**config.mk**
```make
export PLATFORM = sky130hd
export DESIGN_NAME = repl_multi
export DESIGN_NICKNAME = d
export VERILOG_FILES = /design/src/rtl/repl_defs_pkg.sv /design/src/rtl/repl_plru_tree.sv /design/src/rtl/repl_multi.sv
export SDC_FILE = /design/constraint.sdc
export NUM_CORES = 1
export LEC_CHECK = 0
export CORE_MARGIN = 1.5
export CORE_UTILIZATION = 39
export CTS_CLUSTER_DIAMETER = 60
export DETAILED_ROUTE_END_ITERATION = 16
export PLACE_DENSITY_LB_ADDON = 0.2
export SKIP_LAST_GASP = 1
export SYNTH_ARGS = -nofsm -noshare
export SYNTH_HDL_FRONTEND = slang
export SYNTH_SLANG_ARGS = --single-unit
```
**constraint.sdc**
```tcl
create_clock -name clk -period 2.5 [get_ports clk]
set_clock_uncertainty 0.15 [all_clocks]
set_input_delay 0.5 -clock clk [delete_from_list [all_inputs] [get_ports clk]]
set_output_delay 0.5 -clock clk [all_outputs]
set_load 0.1 [all_outputs]
```
**src/rtl/repl_defs_pkg.sv**
```systemverilog
// Shared definitions for the cache-way replacement selector.
//   repl_policy_t   : run-time-fixed replacement policy
//   LFSR_WIDTH/MASK : global Galois LFSR used by the random policy
//   onehot_to_index : index of the lowest set bit of a way vector
//   first_zero      : index of the lowest clear bit (lowest invalid way)
package repl_defs_pkg;

  typedef enum logic [1:0] {
    REPL_RR   = 2'd0,
    REPL_RAND = 2'd1,
    REPL_PLRU = 2'd2
  } repl_policy_t;

  localparam int          LFSR_WIDTH = 16;
  localparam logic [15:0] LFSR_MASK  = 16'hB400;

  // Widest way vector the helper functions accept; callers zero-extend.
  localparam int MAX_WAYS = 64;

  // Lowest set bit wins, so a multi-hot vector resolves to its lowest way.
  function automatic int onehot_to_index(input logic [MAX_WAYS-1:0] v);
    int idx;
    idx = 0;
    for (int i = MAX_WAYS - 1; i >= 0; i--) begin
      if (v[i]) idx = i;
    end
    return idx;
  endfunction

  function automatic int first_zero(input logic [MAX_WAYS-1:0] v);
    int idx;
    idx = 0;
    for (int i = MAX_WAYS - 1; i >= 0; i--) begin
      if (!v[i]) idx = i;
    end
    return idx;
  endfunction

endpackage

```
**src/rtl/repl_plru_tree.sv**
```systemverilog
// Combinational tree pseudo-LRU helper for one set.
//   tree_bits  in  SET_ASSOC-1 tree bits, heap order (node 0 is the root,
//                  children of node i are 2i+1 and 2i+2)
//   victim     out way reached by walking the tree (0 = lower half)
//   access_idx in  way being accessed
//   next_bits  out tree bits after the access: every node on the path to
//                  access_idx points away from it, other nodes unchanged
// Requires SET_ASSOC >= 2 and a power of two.
module repl_plru_tree #(
  parameter  int SET_ASSOC = 4,
  localparam int IDX_W     = $clog2(SET_ASSOC)
) (
  input  logic [SET_ASSOC-2:0] tree_bits,
  output logic [IDX_W-1:0]     victim,
  input  logic [IDX_W-1:0]     access_idx,
  output logic [SET_ASSOC-2:0] next_bits
);

  localparam int LVL    = IDX_W;
  localparam int NODE_W = IDX_W + 1;

  // Padded copy so the walk's node index (which can step one level past
  // the leaves on the final iteration) always addresses a real bit.
  logic [2*SET_ASSOC-1:0] walk_bits;
  assign walk_bits = {{(SET_ASSOC + 1){1'b0}}, tree_bits};

  always_comb begin
    logic [NODE_W-1:0] node;
    logic              b;
    node   = '0;
    victim = '0;
    for (int l = 0; l < LVL; l++) begin
      b      = walk_bits[node];
      victim = (victim << 1) | IDX_W'(b);
      node   = (node << 1) + NODE_W'(1) + NODE_W'(b);
    end
  end

  // Node k at level l lies on the path of way a exactly when the top l
  // bits of a equal k; the next bit of a says which half the way is in.
  for (genvar l = 0; l < LVL; l++) begin : g_lvl
    for (genvar k = 0; k < (1 << l); k++) begin : g_node
      localparam int NODE = (1 << l) - 1 + k;
      assign next_bits[NODE] = ((access_idx >> (LVL - l)) == IDX_W'(k))
                               ? ~access_idx[LVL-1-l]
                               : tree_bits[NODE];
    end
  end

endmodule

```
**src/rtl/repl_multi.sv**
```systemverilog
// Per-set cache-way replacement selector.
//   clk        in  clock
//   rst        in  synchronous active-high reset
//   lookup_set in  set being looked up for a victim
//   way_valid  in  valid bits of the ways in lookup_set
//   repl_index out victim way (combinational from lookup_set/way_valid)
//   update     in  commit an access or fill to update_set
//   fill       in  qualifies update as a refill (advances round-robin)
//   update_set in  set being updated
//   access     in  one-hot way accessed/filled (lowest bit used if multi-hot)
// An invalid way always wins over the policy choice. State written by an
// update is visible to lookups from the next cycle on.
module repl_multi
  import repl_defs_pkg::*;
#(
  parameter  int           SET_ASSOC = 4,
  parameter  int           SET_NUM   = 64,
  parameter  repl_policy_t POLICY    = REPL_PLRU,
  parameter  logic [15:0]  LFSR_SEED = 16'hACE1,
  localparam int           SET_W     = $clog2(SET_NUM),
  localparam int           IDX_W     = (SET_ASSOC > 1) ? $clog2(SET_ASSOC) : 1
) (
  input  logic                 clk,
  input  logic                 rst,
  input  logic [SET_W-1:0]     lookup_set,
  input  logic [SET_ASSOC-1:0] way_valid,
  output logic [IDX_W-1:0]     repl_index,
  input  logic                 update,
  input  logic                 fill,
  input  logic [SET_W-1:0]     update_set,
  input  logic [SET_ASSOC-1:0] access
);

  // Not every policy consumes every input.
  logic unused_inputs;
  assign unused_inputs = ^{clk, rst, lookup_set, way_valid, update, fill,
                           update_set, access};

  if (SET_ASSOC == 1) begin : g_one_way
    assign repl_index = '0;
  end else begin : g_ways
    logic [IDX_W-1:0] policy_idx;

    if (POLICY == REPL_RR) begin : g_rr
      logic [IDX_W-1:0] rr_ptr [SET_NUM];

      always_ff @(posedge clk) begin
        if (rst) begin
          for (int s = 0; s < SET_NUM; s++) rr_ptr[s] <= '0;
        end else if (update && fill && (|access)) begin
          // Power-of-two way count: natural overflow is the modulo wrap.
          rr_ptr[update_set] <= rr_ptr[update_set] + IDX_W'(1);
        end
      end

      assign policy_idx = rr_ptr[lookup_set];

    end else if (POLICY == REPL_RAND) begin : g_rand
      logic [LFSR_WIDTH-1:0] lfsr;

      // Galois form, shifting right; free-running, unaffected by updates.
      always_ff @(posedge clk) begin
        if (rst) begin
          lfsr <= LFSR_SEED;
        end else if (lfsr[0]) begin
          lfsr <= (lfsr >> 1) ^ LFSR_MASK;
        end else begin
          lfsr <= lfsr >> 1;
        end
      end

      assign policy_idx = lfsr[IDX_W-1:0];

    end else begin : g_plru
      logic [SET_ASSOC-2:0] tree [SET_NUM];
      logic [IDX_W-1:0]     acc_idx;
      logic [SET_ASSOC-2:0] tree_next;
      logic [SET_ASSOC-2:0] lookup_next_unused;
      logic [IDX_W-1:0]     update_victim_unused;

      assign acc_idx = IDX_W'(onehot_to_index(MAX_WAYS'(access)));

      repl_plru_tree #(.SET_ASSOC(SET_ASSOC)) u_lookup_tree (
        .tree_bits  (tree[lookup_set]),
        .victim     (policy_idx),
        .access_idx ('0),
        .next_bits  (lookup_next_unused)
      );

      repl_plru_tree #(.SET_ASSOC(SET_ASSOC)) u_update_tree (
        .tree_bits  (tree[update_set]),
        .victim     (update_victim_unused),
        .access_idx (acc_idx),
        .next_bits  (tree_next)
      );

      always_ff @(posedge clk) begin
        if (rst) begin
          for (int s = 0; s < SET_NUM; s++) tree[s] <= '0;
        end else if (update && (|access)) begin
          tree[update_set] <= tree_next;
        end
      end
    end

    assign repl_index = (&way_valid) ? policy_idx
                                     : IDX_W'(first_zero(MAX_WAYS'(way_valid)));
  end

endmodule
```
==> results by group <==
Pwr
  • VDD IR max: 336 uV
  • PD cells: 574 mW/mm^2
  • Static leakage: 0.00476 uW

Finish
  • # fillers: 2311
  • Share of cells above drive strength 1: 34.3%
  • Reg with most FFs: g_ways.g_plru.tree
  • Final net count: 1027
  • Largest regs: g_ways.g_plru.tree x192
  • Cell area after layout: 0.0129 sq mm
  • Max FFs per register: 192
  • Ant. Diodes: 0
  • Area Overhead vs Synth: 25.5%

Timing
  • Final-report max-slew violation count: 0
  • Maximum clock rate: 0.309 GHz
  • Final hold vios: 0
  • Setup Viol. Count Final: 2
  • Worst slew pin tran: 787 ps
  • Worst setup margin: -734 ps
  • Slew HR: 47.5%
  • RSZ-0062 raised after global routing: yes
  • Fin crit period: 3230 ps
  • WHS: 730 ps
  • Fin crit share: 129%

Clock tree
  • H-tree depth: 4
  • CTS root buf: clkbuf_16
  • CTS Hold Bufs: 0
  • Sink Count: 192
  • TritonCTS clock tree: yes
  • Cts bufs inserted: 17
  • CTS max path bufs: 2
  • Worst-path clk slew: 70 ps

Synthesis
  • Synth area leaders: edfxtp_1 56%, nor2_1 7.5%, mux4_2 7.2%
  • EDFF count, synth: 192
  • Synth Flop Type: edfxtp_1
  • Area share of the largest cell type after synthesis: 56.2%
  • Fraction of registers with async set/reset: 0%
  • Netlist cell types: 47
  • Net Count, Synth: 886
  • Cell area after synthesis: 0.0103 sq mm
  • Synth Register Bits: 192
  • Number of synthesis warnings: 0
  • Sequential area share after synthesis: 56.2%
  • Largest area contributor in the netlist: edfxtp_1
  • Synthesized instance count: 862
  • Syn Area/Cell: 11.9 sq um

Status
  • Failing checks: negative setup slack
  • Status: finished, violations left

Worst setup path
  • Worst Path Required: 1850 ps
  • CP max stage delay: 370 ps
  • Crit-path slowest cell: a311oi_4
  • Data arrival, critical path: 2580 ps
  • CP Cell Sequence: buf_2, buf_12, buf_12, mux4_2, mux2i_1, o211ai_1, mux2i_4, a311oi_4, buf_12
  • CP Class: in2out
  • Worst path top cell family by delay: multiplexers
  • Buf+Inv Stages, Crit Path: 4
  • CP endpoint kind: primary output
  • CP Max Fanout: 12
  • Startpoint types: primary input
  • CP most frequent cell: buf_12

Placed design
  • GPL Wtd Cong: 0.821
  • Final HPWL DP: 19400 um
  • Area after DPL: 0.0121 sq mm
  • Port bufs: 24
  • Placement Setup Slack: -976 ps

Global routing
  • Grt ovf: 0
  • Vias in the first global route: 7488
  • Initial antenna violation count: 0
  • Global-route wire length before repair: 43100 um
  • Total GRT Usage: 21.6%
  • Largest net degree at the start of global routing: 193

Floorplan
  • Chip height: 165 um
  • Die X: 165 um
  • Core ar.: 0.0259 sq mm
  • Row count: 59
  • Die area: 0.0273 sq mm
  • Starting Density: 39.6%
  • Number of placed I/O pins: 26

Detailed routing
  • Post-route ant nets: 0
  • Avg WL per Cell: 20.9 um
  • Starting DRT DRC Count: 633
  • DRC violations left: 0
  • Via Count: 7394
  • First-pass detailed-route iteration total: 5
  • Post-Route WL: 28300 um
  • Vias per Instance: 5.47

Min path
  • Worst Hold Class: in2reg

Job
  • Number of max-cap violations: 0
-- cell families after synthesis --
kind of cell / Yosys count / synth area share [%]
buffers and inverters: 79 / 3.75
muxes: 64 / 12.0
and+or+nand+nor: 368 / 16.4
DFF: 192 / 56.2
AOI/OAI and AO/OA: 159 / 11.7
-- worst min-delay path: stages --
cell    delay [ps]
buf_4          130
buf_12         240
a21o_1         250
-- layout make-up --
type                       instances  area [sq um]  area share, %
clock buffer                      19           433           3.36
clock inverter                    13           130           1.01
inverter                           2          7.51         0.0583
multi-input combinational        591          4250           33.0
sequential                       192          5770           44.8
tap                              335           419           3.26
timing repair buffer             199          1870           14.5
-- per-layer routing --
metal | part of all wire, % | up-vias | track usage [%]
met4 | 2.3 | 0 | 7.37
met3 | 4.7 | 41 | 2.70
met1 | 44 | 3731 | 28.6
li1 | - | 3425 | -
met5 | 0 | - | 0
met2 | 49 | 197 | 36.6
-- power by group --
part           leakage [uW]  switching, uW  total, uW  internal, uW
combinational       0.00265            471        947           475
sequential          0.00182           46.8       3740          3690
clock              0.000279           1310       2710          1400
total               0.00476           1820       7400          5570
-- repair_timing --
| action | CTS | global route |
|---|---|---|
| setup endpoints to repair | 33 | 84 |
| gates cloned | 1 | 1 |
| gates resized for setup | 13 | 34 |
| setup buffers | 1 | 4 |
| pin swaps | 5 | 7 |
-- worst paths after layout --
path / from / to / slack [ps] / cells past startpoint
worst max-delay path: lookup_set[1] / repl_index[0] / -730 / 9
worst min-delay path: rst / g_ways.g_plru.tree[54][0] / 730 / 3
-- cell usage in the layout, fill, tap and decap left out, types with 7 or more instances in the layout --
| cell type | count |
|---|---|
| clkdlybuf4s50_1 | 17 |
| or2_2 | 64 |
| clkbuf_16 | 18 |
| mux4_2 | 37 |
| mux2_2 | 10 |
| nor2_1 | 200 |
| nand2_1 | 40 |
| nand3_1 | 10 |
| o21bai_1 | 64 |
| a21o_1 | 64 |
| mux2i_1 | 8 |
| buf_12 | 23 |
| buf_4 | 152 |
| nand2b_1 | 7 |
| edfxtp_1 | 192 |
-- stage by stage --
stage                     TNS (ps)  std cells  utilization [%]  total power (uW)
after floorplan              -1030        862                -              4350
after global placement     -109190       1314             46.7              4690
after detailed placement   -109830       1314             46.7              4700
after CTS                    -1600       1346             49.0              7380
after global routing         -1610       1351             49.7              7610
final                        -1420       1351             49.7              7400
-- synthesized netlist by cell type, types with 3 or more instances --
master / n
clkbuf_1: 51
o2111ai_1: 3
buf_4: 5
buf_2: 4
nand2b_1: 7
nor3_1: 5
o221ai_1: 3
nand3_1: 13
o22ai_1: 5
nor2_1: 204
and3_1: 7
and2_1: 4
nand4_1: 4
edfxtp_1: 192
buf_1: 9
a21o_1: 64
nand2_1: 41
mux2_2: 10
nor2b_1: 7
mux4_1: 10
o21bai_1: 65
mux4_2: 33
nor3b_1: 6
mux2i_1: 11
buf_6: 6
or2_2: 64
Note: power is estimated with default switching activity, not from simulation.
